<file path="src/rtl/serial_adder_n.sv">
// Multi-cycle adder: S = A + B + CIN, CHUNK bits per clock through a registered carry.
// Optional signed-overflow output enabled by defining OVERFLOW_EN.
module serial_adder_n #(
   parameter int unsigned WIDTH = 16,
   parameter int unsigned CHUNK = 4
) (
   input  logic             clk,
   input  logic             rst,
   input  logic             start,
   input  logic [WIDTH-1:0] a,
   input  logic [WIDTH-1:0] b,
   input  logic             cin,
   output logic             busy,
   output logic             done,
   output logic [WIDTH-1:0] s,
   output logic             cout
`ifdef OVERFLOW_EN
   ,
   output logic             ovf
`endif
);

   localparam int unsigned NCYC = WIDTH / CHUNK;
   localparam int unsigned CW   = (NCYC > 1) ? $clog2(NCYC) : 1;

   if (WIDTH < 1 || CHUNK < 1 || CHUNK > WIDTH || (WIDTH % CHUNK) != 0) begin : g_bad_cfg
      $error("serial_adder_n: CHUNK must divide WIDTH and lie in 1..WIDTH");
   end

   typedef enum logic [1:0] {StIdle, StRun, StDone} state_e;

   state_e           state_q;
   logic [WIDTH-1:0] a_sh;
   logic [WIDTH-1:0] b_sh;
   logic [WIDTH-1:0] a_nxt;
   logic             carry_q;
   logic [CW-1:0]    cnt_q;
   logic [CHUNK-1:0] sum;
   logic             c_out;

   // a_sh doubles as the result accumulator: each chunk sum enters from the MSB side as the
   // consumed operand bits leave at the LSB side, so after NCYC steps it holds the full sum.
   always_comb begin
      {c_out, sum} = {1'b0, a_sh[CHUNK-1:0]} + {1'b0, b_sh[CHUNK-1:0]}
                     + {{CHUNK{1'b0}}, carry_q};
      a_nxt = WIDTH'({sum, a_sh} >> CHUNK);
   end

`ifdef OVERFLOW_EN
   logic c_msb;
   // Carry into the top bit of the current chunk; on the last step that is bit WIDTH-1.
   assign c_msb = sum[CHUNK-1] ^ a_sh[CHUNK-1] ^ b_sh[CHUNK-1];
`endif

   always_ff @(posedge clk) begin
      if (rst) begin
         state_q <= StIdle;
         busy    <= 1'b0;
         done    <= 1'b0;
         s       <= '0;
         cout    <= 1'b0;
         a_sh    <= '0;
         b_sh    <= '0;
         carry_q <= 1'b0;
         cnt_q   <= '0;
`ifdef OVERFLOW_EN
         ovf     <= 1'b0;
`endif
      end else begin
         unique case (state_q)
            StIdle, StDone: begin
               done <= 1'b0;
               if (start) begin
                  a_sh    <= a;
                  b_sh    <= b;
                  carry_q <= cin;
                  cnt_q   <= '0;
                  busy    <= 1'b1;
                  state_q <= StRun;
               end else begin
                  state_q <= StIdle;
               end
            end
            StRun: begin
               a_sh    <= a_nxt;
               b_sh    <= b_sh >> CHUNK;
               carry_q <= c_out;
               cnt_q   <= cnt_q + CW'(1);
               if (cnt_q == CW'(NCYC - 1)) begin
                  s       <= a_nxt;
                  cout    <= c_out;
`ifdef OVERFLOW_EN
                  ovf     <= c_msb ^ c_out;
`endif
                  done    <= 1'b1;
                  busy    <= 1'b0;
                  state_q <= StDone;
               end
            end
            default: begin
               state_q <= StIdle;
               busy    <= 1'b0;
               done    <= 1'b0;
            end
         endcase
      end
   end

endmodule
</file>
<file path="config.mk">
export PLATFORM = sky130hd
export DESIGN_NAME = serial_adder_n
export DESIGN_NICKNAME = d
export VERILOG_FILES = /design/src/rtl/serial_adder_n.sv
export SDC_FILE = /design/constraint.sdc
export NUM_CORES = 1
export LEC_CHECK = 0
export CORE_MARGIN = 4
export CORE_UTILIZATION = 48
export DETAILED_ROUTE_END_ITERATION = 6
export GPL_TIMING_DRIVEN = 0
export PLACE_DENSITY = 0.79
export SLEW_MARGIN = 20
export SYNTH_ARGS = -nofsm -noshare
export SYNTH_HDL_FRONTEND = slang
export SYNTH_SLANG_ARGS = --single-unit
</file>
<file path="constraint.sdc">
create_clock -name clk -period 2 [get_ports clk]
set_input_delay 0.2 -clock clk [delete_from_list [all_inputs] [get_ports clk]]
set_output_delay 0.2 -clock clk [all_outputs]
set_load 0.005 [all_outputs]
</file>
; Word level (Yosys, flattened, before mapping)
; Cells that the tools add are included.
[totals]
reg_bits = 56
latchBits = 0
ramBits = 0
mem_bits_ro = 0
in_bits = 36
output_inout_bits = 19
elab_cells = 39
memories = 0
[op_classes]
add_sub_neg = 3
multipliers = 0
n_div = 0
order_cmp = 0
n_eq_ne = 5
shift = 0
n_mux = 14
bitwise_logic = 1
n_reduce_logical = 7
[ops]
columns = op, n
row1 = 16-bit one-hot mux with 2 select lines, 2
row2 = 16-bit 2-to-1 mux, 2
row3 = 2-bit one-hot mux with 2 select lines, 2
row4 = 2-bit AND reduction, 3
row5 = 4-bit by 4-bit adder with 5-bit output, 1
row6 = 5-bit by 1-bit adder with 5-bit output, 1
row7 = 2-bit == test (second input constant), 2
row8 = 1-bit 2-to-1 mux, 4
row9 = 2-bit 2-to-1 mux, 2
row10 = 2-bit != test (second input constant), 2
row11 = 1-bit one-hot mux with 2 select lines, 2
row12 = 2-bit OR reduction, 2
row13 = 2-bit by 1-bit adder with 2-bit output (second input constant), 1
row14 = 2-bit by 1-bit == test with 1-bit output (second input constant), 1
row15 = 2-bit zero test, 1
row16 = 2-bit nonzero test, 1
row17 = 1-bit inverter, 1

; Longest topological paths before layout
; Gate-level depths: netlist of run 1.
[logic_depth]
depth_word = 4
ltp_mapped = 7
ltp_nobuf = 7

; Worst setup path after synthesis of run 1
; OpenSTA, ideal clock, no wires.
[synth_timing]
path_type = register -> register
from = register a_sh[0]
to = register a_sh[13]
setup_ps = 128
arrival_time_ps = 1580
required_time_ps = 1872
setup_slack_ps = 292
stages_incl_launch_ff = 7
path_buffers = 0
period_less_slack_ps = 1708
path_cell_list = dfxtp_1 inv_1 fa_1 fa_1 nor2_1 a221oi_1 nor2_1
[synth_via]
elab_chain_cells = 3
[synth_rtl]
columns = item, line_no
row1 = start: declaration, 33  ; logic [WIDTH-1:0] a_sh;
row2 = start signal: assignment, 85  ; a_sh <= a_nxt;
row3 = 4-bit by 4-bit adder with 5-bit output, 44  ; {c_out, sum} = {1'b0, a_sh[CHUNK-1:0]} + {1'b0, b_sh[CHUNK-1:0]}
row4 = 5-bit by 1-bit adder with 5-bit output, 45  ; + {{CHUNK{1'b0}}, carry_q};
row5 = 16-bit one-hot mux with 2 select lines, 70  ; unique case (state_q)
; Every way passes these cells.
; A chain may end at the register's enable or synchronous reset.

; Worst setup path after layout of run 1
[layout_timing]
from = register a_sh[0]
to = register carry_q
[layout_via]
elab_chain_cells = 3
[layout_rtl]
columns = item, line_no
row1 = 4-bit by 4-bit adder with 5-bit output, 44
row2 = 5-bit by 1-bit adder with 5-bit output, 45
row3 = 1-bit one-hot mux with 2 select lines, 70
row4 = end signal: assignment, 76  ; carry_q <= cin;
row5 = end signal: assignment, 87  ; carry_q <= c_out;
row6 = end: declaration, 36  ; logic carry_q;
; Every way passes these cells.

==> run metrics, run 1 <==
Skew-Pair Late Insertion Delay=about 0.3 ns; Slew headroom=67.9%; CTS Sinks=56; fmax=between 0.5 and 0.6 GHz; Final Util=about two thirds; Antenna Nets Post-Route=0; most numerous cell in the Yosys netlist=dfxtp_1; Vert. Die Dim=between 70 and 80 um; clk buf depth=2; Iter 0 DRT Violations=~170; port bufs=53; pwr/cell area=between 700 and 800 nW/um^2; Hold Path Cell Cnt=3; Synth top area share=approximately half; hold worst-path end=s[15]$_SDFFE_PP0P_; Placement Cell Area=2810 um^2; filler instances=approximately 370; post-cts resize count=0; R2R cell count=7; clk_skew=0.00720 ns; final setup fails=0; Hold Crit Class=primary input to flop; sequential fraction of the synthesis area=50.7%; core area=between 4000 and 5000 um^2; layout net count=about 360; Final Cell Area=around 2900 um^2; r2r endpoint=carry_q$_SDFFE_PP0P_; Period Utilization, post-route=approximately 92%; critical path peak fanout=2; PnR worst setup slack=0.151 ns; share of cells above drive strength 1=roughly 6.6%; n_diodes=0; Critical Path RT=about 2.2 ns; Yosys cell types=32; worst-margin pin slew=around 0.48 ns; Final Hold Viols=0; ys async rst share=0%; mean post-synth cell area=about 8.5 um^2; status=completed; leakage power=between 1 and 1.5 nW; post-cts hold buffer count=0; WP data arrival=2.09 ns; DR WL/cell=14.5 um; Max-Cap Viols=0; Die W=between 70 and 80 um; Mapped Cells=259; post-CTS setup buffer count=0; Setup WS pre-CTS=0.117 ns; first drt pass iteration count=4; r2r setup slk=0.15 ns; setup TNS=0 ns; crit end category=flop; dominant cells by area after synthesis=dfxtp_1, nor2_1, o22ai_1; Crit Path Class=flop to flop; gr usage total=19.6%; Area Growth Syn to Fin=31.4%; vias in the first global route=approximately 1900; ys flop type=dfxtp_1; Post-Route WL=between 5 and 6 mm; top cells by count, synth=dfxtp_1, nor2_1, nand2_1, nor3_1, o22ai_1; Via density=about 5.5; Starting Density=50.1%; CTS tree=done; Ys Warns=0; register bit total from synthesis=56; hpwl dp=4.04 mm; CTS buffer count=5; Max Slew Vio Count=0; reg2reg start=a_sh[0]$_SDFFE_PP0P_; Post-Synthesis Cell Area=roughly 2200 um^2; GPL Wtd Cong=about 0.84; Root Buffer=clkbuf_8; leading area contributor after synthesis=dfxtp_1; GRT overflow=0; flip-flop and latch area=about 1100 um^2; H-tree lvl count=2; routed vias=a little over 2000; largest net degree at the start of global routing=16; Worst Setup Start Kind=flop; RSZ-0062 raised after global routing=false; first-pass GRT wire length=8.52 mm; # DRC=0; die area=around 5800 um^2; Multi-input gate area=approximately 970 um^2; I/O pins=55; maximum vdd ir drop=approximately 0.44 mV; Rows=24; clk slew on worst S/H paths=around 0.090 ns; initial antenna violation count=0; Net Count, Synth=between 300 and 400; Period minus WS final=between 1.5 and 2 ns; EDFF count, synth=0; Hold Crit Start=rst
## flip-flops by register name, indices dropped and copies added, names as in the netlist, 2 cells and up
signal and flops:
a_sh 16, b_sh 16, cnt_q 2, s 16, state_q 2
## metal layers
layer	GRT usage (%)	routed length, um
met5	0	0
met4	6.99	94
met3	3.03	329
met2	30.9	2530
met1	27.3	2460
## power by group
part	total (mW)	switching (mW)	leakage, nW	internal (mW)
combinational	0.380	0.195	0.589	0.185
sequential	1.24	0.0497	0.459	1.19
clock	0.625	0.341	0.0455	0.283
total	2.24	0.586	1.09	1.66
## per-stage QoR
step	std cells	total power [mW]	hold slack (ns)
2_1_floorplan	259	1.48	0.355
3_3_place_gp	364	1.63	0.443
3_5_place_dp	364	1.63	0.446
4_1_cts	372	2.25	0.354
5_1_grt	372	2.33	0.390
6_report	372	2.24	0.348
## placed cells by master (no fill, tap or decap), types with 3 or more instances in the layout
cell	n
nor2_1	41
buf_2	8
a211oi_1	3
nand2_1	29
nor3_1	23
clkbuf_8	6
a21oi_1	21
inv_1	6
o21ai_0	3
clkdlybuf4s50_1	53
dfxtp_1	56
o221ai_1	4
o22ai_1	22
a22oi_1	6
ha_1	4
clkbuf_1	9
## area by class of cell
type | count | share of cell area, %
Sequential cell | 56 | 38.6
Multi-Input combinational cell | 177 | 33.6
Timing Repair Buffer | 53 | 18.3
Buffer | 20 | 3.45
Clock buffer | 8 | 3.10
Tap cell | 52 | 2.24
Inverter | 6 | 0.776
## cells by family (layout without fill, tap and decap cells)
| logic type | Yosys count | in the layout | synth area share [%] |
|---|---|---|---|
| flip-flops | 56 | 56 | 50.7 |
| AND/OR/NAND/NOR | 106 | 106 | 21.0 |
| multiplexers | 1 | 1 | 0.509 |
| buffers and inverters | 26 | 87 | 5.55 |
| XOR/XNOR | 1 | 1 | 0.396 |
| AO/OA/AOI/OAI | 63 | 63 | 17.8 |
| adder cells (fa/ha/maj) | 6 | 6 | 4.07 |
## worst max-delay path, stage by stage, from the launching register on
cell     delay, ns
dfxtp_1       0.31
inv_1         0.06
fa_1          0.47
fa_1          0.45
nor2b_1       0.15
o21a_1        0.14
o21ai_0       0.08
a21oi_1       0.14
## worst max path at each step
stage | startpoint | to
global route | a_sh[0]$_SDFFE_PP0P_ | carry_q$_SDFFE_PP0P_
floorplan | a_sh[0]$_SDFFE_PP0P_ | a_sh[13]$_SDFFE_PP0P_
global placement | a_sh[0]$_SDFFE_PP0P_ | a_sh[14]$_SDFFE_PP0P_
CTS | a_sh[0]$_SDFFE_PP0P_ | a_sh[14]$_SDFFE_PP0P_
detailed placement | a_sh[0]$_SDFFE_PP0P_ | a_sh[14]$_SDFFE_PP0P_
finish | a_sh[0]$_SDFFE_PP0P_ | carry_q$_SDFFE_PP0P_
Note: power is estimated with default switching activity, not from simulation.
==> run 2: changes to the inputs <==
Settings changed: SETUP_SLACK_MARGIN set to 0.2.
==> run 2 against run 1 <==
Against the previous run: combinational power is 5.3% higher; core utilization rose by 0.85 points; count of clock-buffer cells in the layout unchanged; register-to-register slack improved by 0.08 ns; critical path type unchanged; critical endpoint is now cout$_SDFFE_PP0P_; largest power group unchanged.
==> run metrics, run 2 (synthesis gave the netlist of run 1 again) <==
maximum vdd ir drop=0.439 mV (+0.34%); port bufs=53 (unchanged); Hold Crit Start=rst; worst-margin pin slew=0.516 ns (+0.0338 ns); gr usage total=19.6% (unchanged); initial antenna violation count=0 (unchanged); core area=4410 um^2 (unchanged); GPL Wtd Cong=0.844 (unchanged); Period Utilization, post-route=88.6% (-3.8 points); first-pass GRT wire length=8.53 mm (about the same); Starting Density=50.1% (unchanged); I/O pins=55 (unchanged); critical path peak fanout=2 (unchanged); final setup fails=0 (unchanged); Placed Cells=364 (unchanged); clk slew on worst S/H paths=0.09 ns (about the same); Non-Filler Instances=374 (+0.54%); vias in the first global route=1854 (+0.054%); Rows=24 (unchanged); filler instances=369 (unchanged); Die W=75.9 um (unchanged); leakage power=1.10 nW (+1.0%); Iter 0 DRT Violations=123 (-28%); Crit path top cell by count=fa_2; Via density=5.49 (+0.44%); reg2reg start=carry_q$_SDFFE_PP0P_; setup TNS=0 ns (unchanged); critical path endpoint=cout$_SDFFE_PP0P_; Overall Power=2.26 mW (+0.98%); Post-Route WL=5.45 mm (+0.74%); commonest non-fill, non-tap cell in the layout=dfxtp_1; Area Growth Syn to Fin=33.1%; CP max-delay cell=fa_2; CP Launch Point=carry_q$_SDFFE_PP0P_; post-cts hold buffer count=0 (unchanged); WP data arrival=2.02 ns (-0.07 ns); status=completed; Max-Cap Viols=0 (unchanged); RSZ-0062 raised after global routing=true; Crit Path Class=flop to flop; R2R cell count=8 (+1); die area=5760 um^2 (unchanged); routed vias=2052 (+0.98%); clk buf depth=2 (unchanged); H-tree lvl count=2 (unchanged); Worst Setup Start Kind=flop; clk_skew=0.00586 ns (-0.00134 ns); r2r endpoint=cout$_SDFFE_PP0P_; CTS tree=done; first drt pass iteration count=4 (unchanged); # DRC=0 (unchanged); n_diodes=0 (unchanged); Period minus WS final=1.77 ns (-0.0769 ns); commonest non-fill, non-tap cells in the layout=dfxtp_1, clkdlybuf4s50_1, nor2_1; Multi-input gate area=996 um^2 (+2.2%); Antenna Nets Post-Route=0 (unchanged); hpwl dp=4.04 mm (unchanged); Root Buffer=clkbuf_8; CTS Sinks=56 (unchanged); DR WL/cell=14.6 um (+0.20%); fmax=0.564 GHz (+4.3%); max incr delay on CP=0.40 ns (-0.07 ns); CTS buffer count=5 (unchanged); Critical Path RT=2.25 ns (about the same); top flop regs=a_sh x16, b_sh x16, s x16; Max Slew Vio Count=0 (unchanged); pwr/cell area=769 nW/um^2 (-0.31%); layout net count=363 (+0.55%); r2r setup slk=0.23 ns (+0.08 ns); Skew-Pair Late Insertion Delay=0.30 ns (about the same); flip-flop and latch area=1120 um^2 (+0.11%); GRT overflow=0 (unchanged); crit end category=flop; Vert. Die Dim=75.9 um (unchanged); Final Hold Viols=0 (unchanged); Hold Crit Class=primary input to flop; share of cells above drive strength 1=9.63% (+3.1 points); Slew headroom=65.6% (-2.3 points); CP cell instances=inv_2, fa_2, fa_2, nor2b_1, o21a_1, buf_4, nor3_1, nor2_1; largest net degree at the start of global routing=16 (unchanged)
run 2: changes by cell type in the layout (fill, tap and decap cells not counted), sizes merged:
cell and change:
buf +2
run 2: critical path: cells and delay by family (launching register included):
kind | cells | cell delay [ns]
adder cells (fa/ha/maj) | 2 | 0.80
AND/OR/NAND/NOR | 3 | 0.23
AO/OA/AOI/OAI | 1 | 0.17
buffers and inverters | 2 | 0.15
flip-flops | 1 | 0.35
run 2: metrics by stage:
stage | setup slack [ns] | util (%) | cell area, um^2 | hold WS (ns)
2_1_floorplan | 0.292 | - | 2210 | 0.355
3_3_place_gp | 0.160 | 63.6 | 2810 | 0.443
3_5_place_dp | 0.117 | 63.6 | 2810 | 0.446
4_1_cts | 0.211 | 65.9 | 2910 | 0.354
5_1_grt | 0.161 | 66.6 | 2940 | 0.390
6_report | 0.228 | 66.6 | 2940 | 0.351
run 2: layout make-up:
class	count	share of cell area, %
sequential	56	38.2
multi-input combinational	177	33.9
timing repair buffer	55	18.5
buffer	20	3.40
clock buffer	8	3.06
tap	52	2.21
inverter	6	0.766
run 2: power breakdown:
part           internal [mW]  switching, mW  total (mW)
combinational          0.197          0.203       0.400
sequential              1.19         0.0507        1.24
clock                  0.283          0.342       0.626
total                   1.67          0.596        2.26
run 2: how the worst min path moves through the flow:
stage | end | slack, ns | cells past startpoint
after global routing | s[15]$_SDFFE_PP0P_ | 0.39 | 3
after global placement | s[2]$_SDFFE_PP0P_ | 0.44 | 2
after CTS | s[15]$_SDFFE_PP0P_ | 0.35 | 3
after floorplan | a_sh[12]$_SDFFE_PP0P_ | 0.35 | 2
after detailed placement | s[0]$_SDFFE_PP0P_ | 0.45 | 2
final | s[15]$_SDFFE_PP0P_ | 0.35 | 3
run 2: metal layers:
layer / vias up / GRT usage [%] / part of all wire, %
met3: 9 / 3.03 / 5.4
li1: 1028 / - / -
met1: 953 / 27.4 / 47
met2: 62 / 30.8 / 46
met4: 0 / 6.99 / 1.7
met5: - / 0 / 0
run 2: timing repair:
action	in CTS	in global routing
pin swaps	0	6
setup endpoints to repair	3	2
gates resized for setup	3	7
setup buffers	0	2
